<file path="config.mk">
export PLATFORM = sky130hd
export DESIGN_NAME = mem_port_arbiter
export DESIGN_NICKNAME = d
export VERILOG_FILES = /design/src/rtl/mem_port_arbiter.sv
export SDC_FILE = /design/constraint.sdc
export NUM_CORES = 1
export LEC_CHECK = 0
export ABC_AREA = 1
export BUFFER_PORTS_ARGS = -buffer_cell sky130_fd_sc_hd__buf_4
export CELL_PAD_IN_SITES_DETAIL_PLACEMENT = 0
export CELL_PAD_IN_SITES_GLOBAL_PLACEMENT = 2
export CORE_AREA = 2 2 146 162
export CTS_CLUSTER_SIZE = 8
export DETAILED_ROUTE_END_ITERATION = 8
export DIE_AREA = 0 0 148 164
export GPL_TIMING_DRIVEN = 0
export PLACE_DENSITY_LB_ADDON = 0.1
export SLEW_MARGIN = 20
export SYNTH_ARGS = -nofsm -noshare
export SYNTH_HDL_FRONTEND = slang
export SYNTH_SLANG_ARGS = --single-unit
</file>
<file path="constraint.sdc">
create_clock -name clock_i -period 5.3 [get_ports clock_i]
set_clock_uncertainty 0.1 [all_clocks]
set_input_delay 0.265 -clock clock_i [delete_from_list [all_inputs] [get_ports clock_i]]
set_output_delay 0.265 -clock clock_i [all_outputs]
set_load 0.05 [all_outputs]
</file>
<file path="src/rtl/mem_port_arbiter.sv">
// Shares one memory port between instruction fetch and data access, with
// request/acknowledge sequencing, pipeline stall outputs and an access timeout.
module mem_port_arbiter #(
  parameter int TIMEOUT = 255,
  parameter int CNT_W   = 8
) (
  input  logic        clock_i,
  input  logic        reset_ni,

  input  logic        if_req_i,
  input  logic [31:0] if_addr_i,
  input  logic        if_flush_i,
  output logic [31:0] if_rdata_o,
  output logic        if_ack_o,
  output logic        fetch_stall_o,

  input  logic        d_rd_i,
  input  logic        d_wr_i,
  input  logic [31:0] d_addr_i,
  input  logic [31:0] d_wdata_i,
  output logic [31:0] d_rdata_o,
  output logic        d_ack_o,
  output logic        stall_o,

  output logic        mem_req_o,
  output logic        mem_we_o,
  output logic [31:0] mem_addr_o,
  output logic [31:0] mem_wdata_o,
  input  logic [31:0] mem_rdata_i,
  input  logic        mem_ack_i,

  output logic        timeout_err_o
);

  localparam logic [1:0] IDLE  = 2'd0;
  localparam logic [1:0] DATA  = 2'd1;
  localparam logic [1:0] FETCH = 2'd2;
  localparam logic [1:0] RESP  = 2'd3;

  localparam logic [CNT_W-1:0] CNT_LIMIT = CNT_W'(TIMEOUT);
  localparam logic [CNT_W-1:0] CNT_MAX   = '1;
  localparam logic [CNT_W-1:0] CNT_ONE   = CNT_W'(1);

  logic [1:0]       state_q, state_d;
  logic             memReq_q, memReq_d;
  logic             memWe_q, memWe_d;
  logic [31:0]      memAddr_q, memAddr_d;
  logic [31:0]      memWdata_q, memWdata_d;
  logic [31:0]      ifRdata_q, ifRdata_d;
  logic [31:0]      dRdata_q, dRdata_d;
  logic             ifAck_q, ifAck_d;
  logic             dAck_q, dAck_d;
  logic             timeoutErr_q, timeoutErr_d;
  logic             discard_q, discard_d;
  logic [CNT_W-1:0] cnt_q, cnt_d;

  logic dReq;
  logic inAccess;
  logic timeoutHit;
  logic dropFetch;

  assign dReq       = d_rd_i | d_wr_i;
  assign inAccess   = (state_q == DATA) || (state_q == FETCH);
  // A memory ack in the limit cycle wins over the timeout.
  assign timeoutHit = inAccess && !mem_ack_i && (cnt_q == CNT_LIMIT);
  assign dropFetch  = discard_q | if_flush_i;

  always_comb begin
    state_d      = state_q;
    memReq_d     = memReq_q;
    memWe_d      = memWe_q;
    memAddr_d    = memAddr_q;
    memWdata_d   = memWdata_q;
    ifRdata_d    = ifRdata_q;
    dRdata_d     = dRdata_q;
    ifAck_d      = 1'b0;
    dAck_d       = 1'b0;
    timeoutErr_d = timeoutErr_q;
    discard_d    = discard_q;
    cnt_d        = cnt_q;

    case (state_q)
      IDLE: begin
        // Data first: the older instruction in EX/MEM must retire before the next fetch.
        if (dReq) begin
          state_d    = DATA;
          memReq_d   = 1'b1;
          memWe_d    = d_wr_i;
          memAddr_d  = d_addr_i;
          memWdata_d = d_wdata_i;
          cnt_d      = '0;
        end else if (if_req_i && !if_flush_i) begin
          state_d   = FETCH;
          memReq_d  = 1'b1;
          memWe_d   = 1'b0;
          memAddr_d = if_addr_i;
          cnt_d     = '0;
          discard_d = 1'b0;
        end
      end

      DATA: begin
        if (mem_ack_i) begin
          state_d  = RESP;
          memReq_d = 1'b0;
          memWe_d  = 1'b0;
          dAck_d   = 1'b1;
          dRdata_d = memWe_q ? 32'h0 : mem_rdata_i;
        end else if (timeoutHit) begin
          state_d      = RESP;
          memReq_d     = 1'b0;
          memWe_d      = 1'b0;
          dAck_d       = 1'b1;
          dRdata_d     = 32'h0;
          timeoutErr_d = 1'b1;
        end else if (cnt_q != CNT_MAX) begin
          cnt_d = cnt_q + CNT_ONE;
        end
      end

      FETCH: begin
        discard_d = dropFetch;
        // A redirected fetch still finishes on the bus but is never reported.
        if (mem_ack_i) begin
          state_d  = RESP;
          memReq_d = 1'b0;
          if (!dropFetch) begin
            ifAck_d   = 1'b1;
            ifRdata_d = mem_rdata_i;
          end
        end else if (timeoutHit) begin
          state_d      = RESP;
          memReq_d     = 1'b0;
          timeoutErr_d = 1'b1;
          if (!dropFetch) begin
            ifAck_d   = 1'b1;
            ifRdata_d = 32'h0;
          end
        end else if (cnt_q != CNT_MAX) begin
          cnt_d = cnt_q + CNT_ONE;
        end
      end

      RESP: begin
        state_d   = IDLE;
        discard_d = 1'b0;
      end

      default: begin
        state_d = IDLE;
      end
    endcase
  end

  always_ff @(posedge clock_i) begin
    if (!reset_ni) begin
      state_q      <= IDLE;
      memReq_q     <= 1'b0;
      memWe_q      <= 1'b0;
      memAddr_q    <= 32'h0;
      memWdata_q   <= 32'h0;
      ifRdata_q    <= 32'h0;
      dRdata_q     <= 32'h0;
      ifAck_q      <= 1'b0;
      dAck_q       <= 1'b0;
      timeoutErr_q <= 1'b0;
      discard_q    <= 1'b0;
      cnt_q        <= '0;
    end else begin
      state_q      <= state_d;
      memReq_q     <= memReq_d;
      memWe_q      <= memWe_d;
      memAddr_q    <= memAddr_d;
      memWdata_q   <= memWdata_d;
      ifRdata_q    <= ifRdata_d;
      dRdata_q     <= dRdata_d;
      ifAck_q      <= ifAck_d;
      dAck_q       <= dAck_d;
      timeoutErr_q <= timeoutErr_d;
      discard_q    <= discard_d;
      cnt_q        <= cnt_d;
    end
  end

  assign mem_req_o     = memReq_q;
  assign mem_we_o      = memWe_q;
  assign mem_addr_o    = memAddr_q;
  assign mem_wdata_o   = memWdata_q;
  assign if_rdata_o    = ifRdata_q;
  assign if_ack_o      = ifAck_q;
  assign d_rdata_o     = dRdata_q;
  assign d_ack_o       = dAck_q;
  assign timeout_err_o = timeoutErr_q;

  assign fetch_stall_o = if_req_i & ~ifAck_q;
  assign stall_o       = dReq & ~dAck_q;

endmodule

</file>
==> key figures, run 1 <==
Run status
  – Status: completed

Power and ir drop
  – Peak VDD IR: 0.242 mV
  – P_leak: ~4.3 nW
  – Combinational share of power: between 40% and 50%
  – Internal: between 2 and 3 mW
  – Sequential share of power: 28.9%
  – Pwr/cell area: ~530 mW/mm^2
  – Switch share: between 40% and 50%
  – Net Switching: roughly 2.2 mW
  – Clock share of power: 25.5%

GRT
  – Global-route wire length before repair: between 30 and 40 mm
  – Largest net degree at the start of global routing: 17
  – Tot GR Track Use: roughly 17%
  – Vias in the first global route: 6,157
  – Initial antenna violation count: 0
  – Grt ovf: 0

Route
  – Vias per cell: 4.41
  – 1st-pass router iterations: 4
  – Final WL: 21.4 mm
  – DR DRC count: 0
  – Routed wire per std cell: approximately 15 microns
  – Routed vias: 6,277
  – Detail Route Antenna Nets: 0
  – Drt initial violations: around 200

STA
  – Fin crit share: between 40% and 50%
  – RSZ-0062 raised after global routing: no
  – Final Hold Viols: 0
  – # setup viols final: 0
  – Max Freq: 0.425 GHz
  – Min Hold Slack: between 1 and 1.5 ps
  – Worst-Margin Slew: just under 600 ps
  – Slew margin rel.: 60.5%
  – Final Slew Violations: 0
  – Crit path time final: 2350 ps
  – Total Neg Setup Slack: 0 ps

Yosys
  – Post-synth EDFFs: 0
  – Register area share after synthesis: between 40% and 50%
  – Syn Std Cell Area: between 0.005 and 0.006 sq mm
  – Post-synthesis mux area share: 0%
  – Syn avg cell area: 7.63 sq um
  – Gate Count Post-Synth: 785
  – FF+latch count, synth: around 140
  – Simple-Gate Fraction of Synth Area: roughly a quarter
  – Synth Flop Type: dfxtp_1
  – Synth Area in Adders: 1.04%
  – Xor/xnor cell area share of the yosys netlist: less than 1%
  – Synth Area in Compound Gates: between 10% and 20%
  – Netlist cell types: 27
  – Syn. warnings: 0
  – Syn_nets: around 930
  – Synth async-reset ratio: 0%
  – Largest family of logic cells by synthesized area: simple AND/OR/NAND/NOR gates

Layout
  – Commonest non-fill, non-tap cell in the layout: buf_4
  – Post-layout nets: 1,251
  – Layout cell share with drive strength beyond 1: between 30% and 40%
  – Register Area: approximately 0.0029 sq mm
  – Ant diodes: 0
  – # fillers: 2,447
  – Most frequent cells in the layout: buf_4, nand2_1, dfxtp_1
  – Post-route design area: between 0.009 and 0.01 sq mm
  – Area Growth Syn to Fin: 56.6%
  – Multi-input logic area: roughly 0.0026 sq mm

Floorplanning
  – CORE AREA: roughly 0.023 sq mm
  – Row cnt: between 50 and 60
  – Starting Density: 26.5%
  – DIE AREA: around 0.024 sq mm
  – Die Wd: roughly 150 microns
  – Die Y: 164 microns
  – Io pins: 270

Critical path
  – CP Data Required Time: around 5600 ps
  – Critical-path top delay cell: dlygate4sd3_1
  – CP startpoint: state_q[1]
  – Worst-path cell chain: inv_1, ha_1, inv_2, a21oi_1, buf_2, buf_4, o21ai_1, a31oi_1, dlygate4sd3_1
  – CP top delay family: buffers and inverters
  – CP bufs+invs: 5
  – Crit. End Element: flip-flop
  – Worst r2r src: state_q[1]
  – CP peak stage delay: about 570 ps
  – Kind of critical path: reg -> reg
  – Startpoint types: flip-flop
  – Critical Path AT: approximately 2600 ps
  – Critical-path maximum fanout: 10

CTS
  – Sink Count: around 140
  – CTS tree: built
  – TritonCTS Buffers: 17
  – Setup bufs post-CTS: 0
  – CTS root buffer: clkbuf_16
  – Worst-skew pair later-pin latency: roughly 430 ps
  – Clock Path Buffers: 2
  – Clock edge transition at the registers on the reported setup and hold paths: 70 ps
  – CTS H-tree depth: 4

Job
  – Max-Cap Viols: 0

Placement
  – Final Wtd Congestion: 0.729
  – Port bufs: 268
  – HPWL Detailed: around 16 mm
  – Placed cell area: ~0.0084 sq mm

Worst hold path
  – Worst hold path type: in -> reg
  – Min-delay src: d_wdata_i[6]
## routing by layer
layer	share of wire (%)	wire, microns	vias up	GRT usage (%)
met5	0	0	-	0
met4	0.97	207	0	4.29
met3	8.3	1770	14	5.81
met2	46	9840	200	28.3
met1	45	9560	2816	21.9
li1	-	-	3247	-
## worst paths after layout
| check | to | slack (ps) | cells past startpoint |
|---|---|---|---|
| worst max-delay path | mem_addr_o[8] | 2950 | 9 |
| worst min-delay path | mem_wdata_o[6] | 1 | 3 |
| worst max register to register | mem_addr_o[8] | 2950 | 9 |
| worst min register to register | discard_q | 350 | 2 |
## Yosys cell counts (18+ instances only)
master	count	area share (%)
nand2_1	174	11
dfxtp_1	144	48
nor2_1	82	5.1
nand3_1	78	6.5
o21ai_0	56	4.7
a21oi_1	44	3.7
inv_1	41	2.6
a31oi_1	32	3.3
o21ai_2	29	4.2
clkbuf_1	26	1.6
o21ai_1	21	1.8
buf_2	18	1.5
## area by class of cell
cell class | instances | share of cell area (%)
Sequential cell | 144 | 30.7
Multi-Input combinational cell | 540 | 28.2
Inverter | 44 | 1.76
Tap cell | 300 | 4.00
Buffer | 57 | 3.20
Timing Repair Buffer | 307 | 25.6
Clock buffer | 19 | 4.62
Clock inverter | 13 | 1.91
## kinds of logic (layout without fill, tap and decap cells)
kind of cell / Yosys count / count (layout)
simple gates: 348 / 348
flops: 144 / 144
buf+inv: 101 / 440
xor+xnor: 1 / 1
fa+ha+maj: 5 / 5
compound gates: 186 / 186
## power groups by stage
stage	logic [mW]	clock network [mW]	registers, mW
after floorplan	0.805	0	2.17
after global placement	2.26	0	1.45
after detailed placement	2.25	0	1.46
after CTS	2.28	1.30	1.44
after global routing	2.45	1.34	1.46
final	2.26	1.26	1.43
## worst register-to-register path: stages, from the launching register on
cell and delay (ps):
dfxtp_1 310, inv_1 120, ha_1 290, inv_2 90
a21oi_1 150, buf_2 240, buf_4 220, o21ai_1 70
a31oi_1 150, dlygate4sd3_1 570
## metrics by stage
step           cells  total power [mW]  utilization, %  setup slack [ps]
6_report        1424              4.96            41.4              2950
5_1_grt         1424              5.26            41.4              2750
4_1_cts         1424              5.02            41.4              2970
3_5_place_dp    1353              3.70            37.0              3190
3_3_place_gp    1353              3.71            37.0              3180
2_1_floorplan    785              2.97               -              3520
## state kept, by name (all words and copies together), names as in the netlist
name,flops
d_rdata_o,32
if_rdata_o,32
mem_addr_o,32
mem_wdata_o,32
cnt_q,8
state_q,2
d_ack_o,1
discard_q,1
if_ack_o,1
mem_req_o,1
mem_we_o,1
timeout_err_o,1
## timing repair
action,CTS,global route
hold buffers,39,0
endpoints found under the hold margin,36,0
gates resized for setup,0,0
No activity file was read; power rests on OpenSTA's default activity.
==> run 2, diff against run 1 <==
- ABC_AREA: 1 -> 0
- CORE_AREA: 2 2 146 162 -> 2 2 143 159
- DIE_AREA: 0 0 148 164 -> 0 0 145 161
- clock period: 5.3 -> 2.3 ns (I/O delays scaled with it)
==> key figures, run 2 <==
Run status
  – Status: completed

Critical path
  – Critical Path AT: 2320 ps (-300 ps)
  – Worst-path cell chain: ha_1, and4_1, buf_6, a31oi_2, o21a_2, buf_6, a22o_1
  – CP peak stage delay: 410 ps (-160 ps)
  – Critical-path maximum fanout: 10 (unchanged)
  – CP Data Required Time: 2510 ps (-3060 ps)
  – CP startpoint: cnt_q[0]
  – CP top delay family: compound AO/OA/AOI/OAI gates
  – Reg2reg setup slack: 180 ps (-2770 ps)
  – FF-to-FF End: if_rdata_o[31]
  – Crit. End Element: flip-flop
  – Worst r2r src: cnt_q[0]
  – Critical-path top delay cell: dfxtp_1
  – Startpoint types: flip-flop
  – Kind of critical path: reg -> reg
  – Cell mode on critical path: buf_6
  – R2R depth: 7 (-2)
  – CP bufs+invs: 2 (-3)

Yosys
  – Netlist cell types: 44 (+63%)
  – Post-synth EDFFs: 0 (unchanged)
  – Syn_nets: 727 (-21%)
  – Gate Count Post-Synth: 587 (-25%)
  – Post-synth top cells: dfxtp_1, nand2_1, a22o_1
  – FF+latch count, synth: 144 (unchanged)
  – Syn avg cell area: 9.47 sq um (+24%)
  – Biggest area consumer among synthesized cells: dfxtp_1
  – Synth async-reset ratio: 0% (unchanged)
  – Synth top area cells: dfxtp_1, a22o_1, nand2_1, o211a_1, a21boi_0
  – Post-synth top area share: 51.9% (+3.7 points)
  – Synth Flop Type: dfxtp_1
  – Syn. warnings: 0 (unchanged)
  – Syn Std Cell Area: 0.00556 sq mm (-7.2%)
  – Top-count cell post-synth: dfxtp_1
  – Register area share after synthesis: 51.9% (+3.7 points)

Route
  – Routed wire per std cell: 14.9 microns (-0.56%)
  – Detail Route Antenna Nets: 0 (unchanged)
  – Drt initial violations: 214 (+9.7%)
  – Routed vias: 5,889 (-6.2%)
  – Vias per cell: 4.49 (+1.8%)
  – 1st-pass router iterations: 5 (+1)
  – DR DRC count: 0 (unchanged)
  – Final WL: 19.6 mm (-8.3%)

GRT
  – Initial antenna violation count: 0 (unchanged)
  – Largest net degree at the start of global routing: 18 (+1)
  – Global-route wire length before repair: 31.8 mm (-4.1%)
  – Grt ovf: 0 (unchanged)
  – Vias in the first global route: 6,157 (unchanged)
  – Tot GR Track Use: 16.7% (-0.56 points)

Floorplanning
  – DIE AREA: 0.0233 sq mm (-3.8%)
  – Io pins: 270 (unchanged)
  – Row cnt: 57 (-1.7%)
  – Starting Density: 25.6% (-0.90 points)
  – CORE AREA: 0.0218 sq mm (-3.9%)
  – Die Y: 161 microns (-1.8%)
  – Die Wd: 145 microns (-2.0%)

Layout
  – Ant diodes: 0 (unchanged)
  – Layout cell share with drive strength beyond 1: 32.7% (-0.21 points)
  – Commonest non-fill, non-tap cell in the layout: buf_4
  – Post-layout nets: 1,145 (-8.5%)
  – Fin util: 45.4% (+4.0 points)
  – Post-route design area: 0.00988 sq mm (+5.3%)
  – Most frequent cells in the layout: buf_4, dfxtp_1, nand2_1
  – Fin cells: 1,313 (-7.8%)
  – Area Growth Syn to Fin: 77.7%

STA
  – Worst-Margin Slew: 692 ps (+99.3 ps)
  – Min Hold Slack: 52.9 ps (+51.9 ps)
  – # setup viols final: 0 (unchanged)
  – RSZ-0062 raised after global routing: no
  – Crit path time final: 2120 ps (-235 ps)
  – Max Freq: 0.473 GHz (+11%)
  – Final Hold Viols: 0 (unchanged)
  – Total Neg Setup Slack: 0 ps (unchanged)
  – Slew margin rel.: 53.4% (-7.1 points)
  – Final WS setup: 185 ps (-2770 ps)
  – Fin crit share: 92.0% (+48 points)
  – Final Slew Violations: 0 (unchanged)

Placement
  – HPWL Detailed: 13.9 mm (-12%)
  – Post-placement cell count: 1,151 (-15%)
  – Pre-CTS setup slack: 21.1 ps (-3170 ps)
  – Final Wtd Congestion: 0.757 (+3.9%)
  – Placed cell area: 0.00795 sq mm (-5.1%)
  – Port bufs: 269 (+0.37%)

Worst hold path
  – Hold depth: 3 (unchanged)
  – Hold Path Sink: discard_q
  – Worst hold path type: in -> reg
  – Min-delay src: if_flush_i

Job
  – Max-Cap Viols: 0 (unchanged)

CTS
  – Clock Path Buffers: 2 (unchanged)
  – CTS root buffer: clkbuf_16
  – Worst-skew pair later-pin latency: 420 ps (about the same)
  – Clock edge transition at the registers on the reported setup and hold paths: 70 ps (about the same)
  – TritonCTS Buffers: 17 (unchanged)
  – CTS tree: built
  – CTS H-tree depth: 4 (unchanged)
  – Sink Count: 144 (unchanged)

Power and ir drop
  – Net Switching: 4.62 mW (+110%)
  – Internal: 6.09 mW (+120%)
  – Total power: 10.7 mW (+120%)
  – Peak VDD IR: 0.515 mV (+110%)
  – Sequential share of power: 30.6% (+1.7 points)
  – Switch share: 43.1% (-1.4 points)
  – Combinational share of power: 43.1% (-2.5 points)
  – Clock share of power: 26.4% (+0.9 points)
  – Pwr/cell area: 1080 mW/mm^2 (+110%)
  – P_leak: 4.70 nW (+10%)
## run 2: cell count changes after synthesis, sizes merged, moves of 12 or more
| cell | change |
|---|---|
| o21ai | -99 |
| nor2 | -76 |
| a22o | +64 |
| nand3 | -40 |
| nand2 | -39 |
| inv | -38 |
| a21oi | -37 |
| a21boi | +35 |
| o211a | +32 |
| a31oi | -29 |
| buf | -12 |
## run 2: kinds of logic after synthesis
| family | synth area share [%] |
|---|---|
| simple gates | 17.6 |
| compound gates | 24.4 |
| flops | 51.9 |
| buf+inv | 4.43 |
| fa+ha+maj | 1.13 |
| mux | 0.540 |
## run 2: how the worst max path moves through the flow
| stage | end | slack [ps] | depth (start not counted) |
|---|---|---|---|
| after CTS | d_rdata_o[11] | 7 | 6 |
| after global routing | mem_addr_o[11] | 0.5 | 7 |
| after global placement | d_rdata_o[3] | 50 | 6 |
| final | if_rdata_o[31] | 180 | 7 |
| after detailed placement | d_rdata_o[21] | 20 | 6 |
| after floorplan | cnt_q[1] | 400 | 7 |
## run 2: routing by layer
| metal | GRT usage (%) | up-vias | routed length, microns |
|---|---|---|---|
| met3 | 5.79 | 14 | 1350 |
| met5 | 0 | - | 0 |
| met4 | 4.64 | 0 | 201 |
| met1 | 20.2 | 2773 | 8500 |
| li1 | - | 2933 | - |
| met2 | 28.4 | 169 | 9550 |
## run 2: final cells by class
class | count | area [sq um]
Fill cell | 2168 | 11900
Timing Repair Buffer | 399 | 3320
Sequential cell | 144 | 2880
Multi-Input combinational cell | 391 | 2450
Clock buffer | 17 | 425
Tap cell | 295 | 369
Buffer | 46 | 230
Clock inverter | 15 | 184
Inverter | 6 | 22.5
## run 2: power by group through the flow
stage          clock, mW  sequential (mW)  combinational, mW
6_report            2.83             3.27               4.61
3_3_place_gp           0             3.31               4.41
4_1_cts             2.93             3.27               4.62
5_1_grt             3.03             3.33               4.94
3_5_place_dp           0             3.32               4.43
2_1_floorplan          0             4.86               1.40
## run 2: timing repair
action	4_1_cts	5_1_grt
endpoints found under the hold margin	131	0
hold buffers	130	0
setup buffers	0	0
setup endpoints to repair	0	85
resized for setup	0	14
## run 2: worst register-to-register path, stage by stage (launching register included)
cell	delay [ps]
dfxtp_1	410
ha_1	280
and4_1	240
buf_6	120
a31oi_2	150
o21a_2	290
buf_6	160
a22o_1	230
==> run 3, diff against run 2 <==
- CELL_PAD_IN_SITES_DETAIL_PLACEMENT: 0 -> 2
- CTS_CLUSTER_DIAMETER: unset -> 50
==> key figures, run 3 (synthesis results as in run 2) <==
Run status
  – Status: completed

Critical path
  – Kind of critical path: reg -> reg
  – CP Data Required Time: 2510 ps (about the same)
  – CP startpoint: cnt_q[0]
  – FF-to-FF End: if_rdata_o[8]
  – Crit path to: if_rdata_o[8]
  – Worst r2r src: cnt_q[0]
  – Startpoint types: flip-flop
  – R2R depth: 7 (unchanged)
  – Crit. End Element: flip-flop
  – Reg2reg setup slack: 110 ps (-70 ps)
  – Critical-path maximum fanout: 10 (unchanged)
  – Critical Path AT: 2400 ps (+80 ps)

Route
  – 1st-pass router iterations: 4 (-1)
  – Drt initial violations: 150 (-30%)
  – Detail Route Antenna Nets: 0 (unchanged)
  – Routed wire per std cell: 18.6 microns (+25%)
  – DR DRC count: 0 (unchanged)
  – Final WL: 24.5 mm (+25%)
  – Routed vias: 6,102 (+3.6%)
  – Vias per cell: 4.64 (+3.5%)

Layout
  – Post-layout nets: 1,145 (unchanged)
  – # fillers: 2,283 (+5.3%)
  – Most frequent cells in the layout: buf_4, dfxtp_1, nand2_1
  – Register Area: 0.00288 sq mm (unchanged)
  – Area Growth Syn to Fin: 77.7% (about the same)
  – Commonest non-fill, non-tap cell in the layout: buf_4
  – Layout cell share with drive strength beyond 1: 32.7% (unchanged)
  – Multi-input logic area: 0.00245 sq mm (+0.26%)

CTS
  – CTS root buffer: clkbuf_16
  – Setup bufs post-CTS: 0 (unchanged)
  – CTS tree: built
  – Sink Count: 144 (unchanged)
  – TritonCTS Buffers: 17 (unchanged)
  – CTS H-tree depth: 4 (unchanged)
  – Clock edge transition at the registers on the reported setup and hold paths: 70 ps (about the same)
  – Clock Path Buffers: 2 (unchanged)
  – Worst-skew pair later-pin latency: 420 ps (about the same)

STA
  – Worst-Margin Slew: 602 ps (-89.9 ps)
  – Final Slew Violations: 0 (unchanged)
  – Final Hold Viols: 0 (unchanged)
  – Fin crit share: 95.1% (+3.2 points)
  – Slew margin rel.: 59.5% (+6.1 points)
  – # setup viols final: 0 (unchanged)
  – Min Hold Slack: 81.9 ps (+28.9 ps)
  – Final WS setup: 112 ps (-72.9 ps)
  – Max Freq: 0.457 GHz (-3.3%)
  – Crit path time final: 2190 ps (+72.9 ps)

Floorplanning
  – Die Wd: 145 microns (unchanged)
  – Die Y: 161 microns (unchanged)
  – Io pins: 270 (unchanged)
  – Row cnt: 57 (unchanged)
  – CORE AREA: 0.0218 sq mm (unchanged)
  – Starting Density: 25.6% (unchanged)
  – DIE AREA: 0.0233 sq mm (unchanged)

Power and ir drop
  – Combinational share of power: 44.0% (+0.9 points)
  – P_leak: 4.69 nW (-0.20%)
  – Sequential share of power: 30.6% (about the same)
  – Net Switching: 4.81 mW (+4.1%)
  – Switch share: 44.5% (+1.4 points)
  – Peak VDD IR: 0.576 mV (+12%)
  – Pwr/cell area: 1090 mW/mm^2 (+0.80%)
  – Clock share of power: 25.4% (-1.0 points)
  – Internal: 5.98 mW (-1.7%)

GRT
  – Initial antenna violation count: 1 (+1)
  – Largest net degree at the start of global routing: 18 (unchanged)
  – Vias in the first global route: 6,962 (+13%)
  – Tot GR Track Use: 20.8% (+4.0 points)
  – Global-route wire length before repair: 38.7 mm (+22%)
  – Grt ovf: 0 (unchanged)

Worst hold path
  – Worst hold path type: in -> reg

Placement
  – Final Wtd Congestion: 0.757 (unchanged)
  – Pre-CTS setup slack: 7.10 ps (-14.0 ps)
  – Port bufs: 269 (unchanged)
  – HPWL Detailed: 16.0 mm (+14%)

Job
  – Max-Cap Viols: 0 (unchanged)
## run 3: cell count changes in the layout (fill, tap and decap cells not counted), moves of 2 or more
| cell | delta |
|---|---|
| clkinv_4 | +3 |
| clkinv_8 | +2 |
| inv_6 | -3 |
| inv_8 | -2 |
## run 3: metal layers
| layer | vias to the layer above | track usage [%] | share of wire, % |
|---|---|---|---|
| met5 | - | 0 | 0 |
| met4 | 0 | 5.58 | 1.5 |
| met3 | 25 | 6.02 | 5.5 |
| met2 | 174 | 38.5 | 53 |
| met1 | 2971 | 23.2 | 40 |
| li1 | 2932 | - | - |
## run 3: per-stage QoR
| stage | area [sq um] | util [%] | power, mW | setup TNS [ps] | std cells |
|---|---|---|---|---|---|
| after global placement | 7950 | 36.5 | 7.72 | 0 | 1151 |
| final | 9880 | 45.4 | 10.8 | 0 | 1314 |
| after global routing | 9880 | 45.4 | 11.4 | -1.78 | 1314 |
| after CTS | 9850 | 45.3 | 10.8 | 0 | 1313 |
| after floorplan | 5560 | - | 6.26 | 0 | 587 |
| after detailed placement | 7950 | 36.5 | 7.83 | 0 | 1151 |
## run 3: critical path, stage by stage, from the launching register on
cell,delay [ps]
dfxtp_1,430
ha_1,310
and4_1,250
buf_6,130
a31oi_2,150
o21a_2,300
buf_6,170
a22o_1,240
## run 3: worst min-delay path by stage
stage          cells past startpoint       startpoint  slack, ps             end
6_report                           3       if_flush_i         80       discard_q
3_3_place_gp                       2   mem_rdata_i[6]        230   if_rdata_o[6]
5_1_grt                            3       if_flush_i         80       discard_q
4_1_cts                            3       if_flush_i         50       discard_q
2_1_floorplan                      1   mem_rdata_i[0]        140   if_rdata_o[0]
3_5_place_dp                       2  mem_rdata_i[15]        240  if_rdata_o[15]
## run 3: area by class of cell
cell class                      instances  area share [%]
Antenna cell                            1          0.0253
Inverter                                6           0.228
Tap cell                              295            3.74
Buffer                                 46            2.34
Clock buffer                           17            4.31
Sequential cell                       144            29.2
Multi-Input combinational cell        391            24.8
Clock inverter                         15            1.74
Timing Repair Buffer                  399            33.6
## run 3: power groups by stage
stage	registers, mW	clock network, mW	logic [mW]
floorplan	4.86	0	1.40
global placement	3.31	0	4.41
finish	3.30	2.74	4.75
CTS	3.29	2.83	4.68
detailed placement	3.34	0	4.49
global route	3.36	2.96	5.08
## run 3: timing repair
item | CTS | global route
resized for setup | 1 | 15
hold buffers | 130 | 0
setup endpoints to repair | 27 | 63
cloned | 0 | 0
hold endpoints to repair | 131 | 0
